[config.mk]
export PLATFORM = sky130hd
export DESIGN_NAME = apb_requester
export DESIGN_NICKNAME = d
export VERILOG_FILES = /design/src/rtl/apb_pkg.sv /design/src/rtl/apb_requester.sv
export SDC_FILE = /design/constraint.sdc
export NUM_CORES = 1
export LEC_CHECK = 0
export ABC_AREA = 1
export CORE_MARGIN = 10
export CORE_UTILIZATION = 25
export DETAILED_ROUTE_END_ITERATION = 10
export GPL_ROUTABILITY_DRIVEN = 0
export PLACE_DENSITY = 0.63
export SLEW_MARGIN = 20
export SYNTH_ARGS = -nofsm -noshare
export SYNTH_HDL_FRONTEND = slang
export SYNTH_SLANG_ARGS = --single-unit
[constraint.sdc]
create_clock -name pclk -period 2.02 [get_ports pclk]
set_input_delay 0.404 -clock pclk [delete_from_list [all_inputs] [get_ports pclk]]
set_output_delay 0.404 -clock pclk [all_outputs]
set_load 0.1 [all_outputs]
[src/rtl/apb_pkg.sv]
// Shared APB definitions: FSM encoding, default protection and strobe width helper.
package apb_pkg;

    typedef enum logic [1:0] {
        ST_IDLE   = 2'd0,
        ST_SETUP  = 2'd1,
        ST_ACCESS = 2'd2
    } apb_state_e;

    localparam logic [2:0] APB_PROT_DEFAULT = 3'b000;

    function automatic int strb_width(input int data_width);
        return data_width / 8;
    endfunction

endpackage

[src/rtl/apb_requester.sv]
// APB4 requester: accepts single commands, runs SETUP/ACCESS, returns a response strobe.
//
//   state  | meaning
//   -------+-----------------------------------------------------------
//   IDLE   | bus parked at 0, cmd_ready high, command latched on accept
//   SETUP  | psel=1, penable=0 for exactly one cycle
//   ACCESS | psel=1, penable=1, waiting on pready or the wait timeout
module apb_requester
    import apb_pkg::*;
#(
    parameter int ADDR_WIDTH     = 4,
    parameter int DATA_WIDTH     = 8,
    parameter int TIMEOUT_CYCLES = 16
) (
    input  logic                                pclk,
    input  logic                                preset,
    input  logic                                cmd_valid,
    output logic                                cmd_ready,
    input  logic                                cmd_write,
    input  logic [ADDR_WIDTH-1:0]               cmd_addr,
    input  logic [DATA_WIDTH-1:0]               cmd_wdata,
    input  logic [strb_width(DATA_WIDTH)-1:0]   cmd_strb,
    input  logic [2:0]                          cmd_prot,
    output logic                                rsp_valid,
    output logic [DATA_WIDTH-1:0]               rsp_rdata,
    output logic                                rsp_error,
    output logic                                rsp_timeout,
    output logic                                psel,
    output logic                                penable,
    output logic                                pwrite,
    output logic [ADDR_WIDTH-1:0]               paddr,
    output logic [2:0]                          pprot,
    output logic [DATA_WIDTH-1:0]               pwdata,
    output logic [strb_width(DATA_WIDTH)-1:0]   pstrb,
    input  logic                                pready,
    input  logic [DATA_WIDTH-1:0]               prdata,
    input  logic                                pslverr
);

    localparam int SW    = strb_width(DATA_WIDTH);
    localparam int CNT_W = $clog2(TIMEOUT_CYCLES) + 1;
    localparam bit TIMEOUT_EN = (TIMEOUT_CYCLES != 0);
    // Abort fires while the counter shows the last permitted wait cycle,
    // so exactly TIMEOUT_CYCLES ACCESS cycles appear on the bus.
    localparam logic [CNT_W-1:0] TC_LAST =
        TIMEOUT_EN ? CNT_W'(TIMEOUT_CYCLES - 1) : '0;

    apb_state_e              state, state_nxt;
    logic [CNT_W-1:0]        wait_cnt, wait_cnt_nxt;
    logic                    psel_nxt, penable_nxt, pwrite_nxt;
    logic [ADDR_WIDTH-1:0]   paddr_nxt;
    logic [2:0]              pprot_nxt;
    logic [DATA_WIDTH-1:0]   pwdata_nxt;
    logic [SW-1:0]           pstrb_nxt;
    logic                    rsp_valid_nxt, rsp_error_nxt, rsp_timeout_nxt;
    logic [DATA_WIDTH-1:0]   rsp_rdata_nxt;

    assign cmd_ready = (state == ST_IDLE) && !preset;

    // State, counter and all bus/response outputs are registered here.
    always_ff @(posedge pclk) begin
        if (preset) begin
            state       <= ST_IDLE;
            wait_cnt    <= '0;
            psel        <= 1'b0;
            penable     <= 1'b0;
            pwrite      <= 1'b0;
            paddr       <= '0;
            pprot       <= APB_PROT_DEFAULT;
            pwdata      <= '0;
            pstrb       <= '0;
            rsp_valid   <= 1'b0;
            rsp_rdata   <= '0;
            rsp_error   <= 1'b0;
            rsp_timeout <= 1'b0;
        end else begin
            state       <= state_nxt;
            wait_cnt    <= wait_cnt_nxt;
            psel        <= psel_nxt;
            penable     <= penable_nxt;
            pwrite      <= pwrite_nxt;
            paddr       <= paddr_nxt;
            pprot       <= pprot_nxt;
            pwdata      <= pwdata_nxt;
            pstrb       <= pstrb_nxt;
            rsp_valid   <= rsp_valid_nxt;
            rsp_rdata   <= rsp_rdata_nxt;
            rsp_error   <= rsp_error_nxt;
            rsp_timeout <= rsp_timeout_nxt;
        end
    end

    // Next-state, bus field and response computation.
    always_comb begin
        state_nxt       = state;
        wait_cnt_nxt    = wait_cnt;
        psel_nxt        = psel;
        penable_nxt     = penable;
        pwrite_nxt      = pwrite;
        paddr_nxt       = paddr;
        pprot_nxt       = pprot;
        pwdata_nxt      = pwdata;
        pstrb_nxt       = pstrb;
        rsp_valid_nxt   = 1'b0;
        rsp_rdata_nxt   = rsp_rdata;
        rsp_error_nxt   = rsp_error;
        rsp_timeout_nxt = rsp_timeout;

        unique case (state)
            ST_IDLE: begin
                psel_nxt    = 1'b0;
                penable_nxt = 1'b0;
                pwrite_nxt  = 1'b0;
                paddr_nxt   = '0;
                pprot_nxt   = APB_PROT_DEFAULT;
                pwdata_nxt  = '0;
                pstrb_nxt   = '0;
                if (cmd_valid && cmd_ready) begin
                    state_nxt    = ST_SETUP;
                    wait_cnt_nxt = '0;
                    psel_nxt     = 1'b1;
                    pwrite_nxt   = cmd_write;
                    paddr_nxt    = cmd_addr;
                    pprot_nxt    = cmd_prot;
                    // Reads never carry data or strobes on the bus.
                    pwdata_nxt   = cmd_write ? cmd_wdata : '0;
                    pstrb_nxt    = cmd_write ? cmd_strb  : '0;
                end
            end
            ST_SETUP: begin
                state_nxt   = ST_ACCESS;
                penable_nxt = 1'b1;
            end
            ST_ACCESS: begin
                if (pready || (TIMEOUT_EN && wait_cnt == TC_LAST)) begin
                    state_nxt       = ST_IDLE;
                    psel_nxt        = 1'b0;
                    penable_nxt     = 1'b0;
                    pwrite_nxt      = 1'b0;
                    paddr_nxt       = '0;
                    pprot_nxt       = APB_PROT_DEFAULT;
                    pwdata_nxt      = '0;
                    pstrb_nxt       = '0;
                    rsp_valid_nxt   = 1'b1;
                    // pready takes priority over a coincident timeout.
                    rsp_rdata_nxt   = (pready && !pwrite) ? prdata : '0;
                    rsp_error_nxt   = pready ? pslverr : 1'b1;
                    rsp_timeout_nxt = !pready;
                end else if (wait_cnt != '1) begin
                    wait_cnt_nxt = wait_cnt + 1'b1;
                end
            end
            default: begin
                state_nxt = ST_IDLE;
            end
        endcase
    end

endmodule

==> summary.txt <==
Final critical-path share of the clock period: 0.890
Input/output buffers: 60
Power Total: 1.63 mW
P_leak: 0.942 nW
Final min period: 1800 ps
Worst r2r path cells: 9
Setup TNS: 0 ps
Switch share: 0.318
Avg Cell Area, Syn: 7.97 sq um
CTS max path bufs: 2
CP dominant cell by count: nor2_1
Synth Area in XOR/XNOR: 0
Width of the chip: 98.6 um
CTS resizes: 0
Worst-Skew Late Latency: 280 ps
Number of global-route vias before repair: 1,376
Row cnt: 28
Clock root buffer: clkbuf_8
H-tree depth: 2
CP max-delay cell: dfxtp_1
Fin area: 2260 sq um
Setup Fix Bufs, Post-CTS: 0
Remaining routing DRC violations: 0
Hold_buf cts: 0
Dpl cell area: 2180 sq um
Pwr per Cell Area: 721 nW/um^2
Post-synthesis sequential area ratio: 0.479
CTS buffer count: 5
FF-to-FF setup slack: 220 ps
Starting density of the core: 0.259
Vias: 1,391
Post-DP HPWL: 3.26 mm
Final Hold Fails: 0
CTS clk-pin slew, worst paths: 70 ps
Per-cell routed wire length: 12.2 um
FF+latch count, synth: 37
Worst path arrival time: 2020 ps
Crit end category: flop
Post-synthesis mux area share: 0
Peak VDD IR: 0.000327 V
Gr usage total: 0.0838
Slew margin rel.: 0.796
DRT antenna net count: 0
Startpoint Class: flop
Comb power frac: 0.226
IO Pins: 61
Pins over their slew limit: 0
Post-route setup slack: 222 ps
Cell count of the worst hold path: 2
Nets: 293
Drt first pass iters: 4
Cell Count, Final, Fillers Out: 336
Vias per inst: 4.14
Post-Synth Simple-Gate Area: 0.304
Worst-path fanout max: 5
N_diodes: 0
RSZ-0062 raised after global routing: false
Core area: 5960 sq um
Net Count, Synth: 227
Start point of the worst hold path: pprot[0]$_SDFFE_PP0P_
Cell Int Power: 1.11 mW
Layout cells sized above 1: 0.230
Grt total ovfl: 0
# clock sinks: 37
Pin count of the biggest net entering global routing: 19
Hold Path Sink: pprot[0]$_SDFFE_PP0P_
Die height: 98.6 um
Layout Utilization: 0.379
Syn Inst Count: 194
Max stage delay on crit path: 360 ps
Reg power frac: 0.473
Setup violators final: 0
Pre-CTS setup slack: 225 ps
Worst Path Class, Setup: flop to flop
Commonest cells after routing, fill and taps aside: nand2_1 (56), dfxtp_1 (37), buf_4 (35)
# placed instances: 328
Worst slew pin tran: 305 ps
Adder-cell share of the synthesized area: 0.0243
Clock power share: 0.301
Final wirelength: 4.10 mm
TritonCTS clock tree: yes
Combinational family with the most area after synthesis: simple AND/OR/NAND/NOR gates
Max Cap Violations: 0
Min Hold Slack: 465 ps
CP cell instances: ha_1 -> nand2_1 -> nor2_1 -> ha_1 -> nor2_1 -> nor2_4 -> nor2_1 -> nand3_1 -> a21oi_1
Hold Crit Class: flop to flop
Synth cell types: 23
Die area: 9730 sq um
Req. time, crit path: 2240 ps
Post-synthesis instance area: 1550 sq um
Initial drt markers: 73
Clk_skew: 2.99 ps
Net Switching: 0.518 mW
Most common cell after layout, fill and taps aside: nand2_1
Worst reg2reg endpoint: wait_cnt[4]$_SDFFE_PP0P_
Yosys warning total: 0
Synth Area in Compound Gates: 0.126
Achievable frequency: 0.556 GHz
Area Overhead vs Synth: 46.2%
First-pass GRT wire length: 6.75 mm
Initial antenna violation count: 0
Status: finished clean
Reg-to-reg startpoint: wait_cnt[0]$_SDFFE_PP0P_
-- synthesized netlist by cell type --
master    count  area (sq um)
o21ai_0       9          45.0
buf_2         3          15.0
o21ai_2       1          8.76
nor2_8        2          40.0
clkinv_2      1          5.00
a21oi_1      23           115
a211oi_1      1          7.51
nand3_4       1          17.5
buf_8         1          15.0
nor2_1       13          48.8
a21oi_2       2          17.5
nand4_1       1          6.26
clkbuf_1      2          7.51
nand3_1      14          70.1
nand2_2       2          12.5
ha_1          3          37.5
inv_2         1          3.75
nand3_2       2          20.0
nand2_1      56           210
nor2_4        2          22.5
dfxtp_1      37           741
nand2_4       2          22.5
inv_1        15          56.3
-- routing by layer --
layer | track usage | vias up | part of all wire
li1 | - | 752 | -
met1 | 0.101 | 599 | 0.46
met2 | 0.131 | 36 | 0.47
met3 | 0.0314 | 4 | 0.057
met4 | 0.0364 | 0 | 0.015
met5 | 0 | - | 0
-- power groups by stage --
stage,clock [mW],combinational [mW],sequential [mW]
6_report,0.489,0.368,0.770
5_1_grt,0.541,0.394,0.773
4_1_cts,0.513,0.374,0.770
3_5_place_dp,0,0.373,0.787
3_3_place_gp,0,0.374,0.787
2_1_floorplan,0,0.132,0.907
-- critical path: cells and delay by family, from the launching register on --
family | cells | cell delay (ps)
fa+ha+maj | 2 | 420
simple gates | 6 | 810
compound gates | 1 | 140
flops | 1 | 360
-- area by class of cell --
cell class | instances | area (sq um)
Clock buffer | 6 | 72.6
Clock inverter | 2 | 10.0
Fill cell | 627 | 3700
Inverter | 17 | 65.1
Multi-Input combinational cell | 134 | 704
Sequential cell | 37 | 741
Tap cell | 75 | 93.8
Timing Repair Buffer | 65 | 573
-- sequential cells by signal (all words and copies together), names as in the netlist, 2 cells and up --
signal / flops
wait_cnt: 5
pprot: 3
state: 2
rsp_rdata: 8
pwdata: 8
paddr: 4
-- worst max path at each step --
stage	start	end	slack [ps]	cells past startpoint
6_report	wait_cnt[0]$_SDFFE_PP0P_	wait_cnt[4]$_SDFFE_PP0P_	220	9
3_3_place_gp	wait_cnt[0]$_SDFFE_PP0P_	pwdata[2]$_SDFFE_PP0P_	260	9
4_1_cts	wait_cnt[0]$_SDFFE_PP0P_	wait_cnt[4]$_SDFFE_PP0P_	210	9
2_1_floorplan	preset	cmd_ready	40	3
3_5_place_dp	wait_cnt[0]$_SDFFE_PP0P_	wait_cnt[4]$_SDFFE_PP0P_	220	9
5_1_grt	wait_cnt[0]$_SDFFE_PP0P_	pwdata[0]$_SDFFE_PP0P_	20	9
-- kinds of logic after synthesis --
| logic type | Yosys count |
|---|---|
| buffers and inverters | 23 |
| AO/OA/AOI/OAI | 36 |
| flip-flops | 37 |
| adder cells (fa/ha/maj) | 3 |
| AND/OR/NAND/NOR | 95 |
Note: power is estimated with default switching activity, not from simulation.
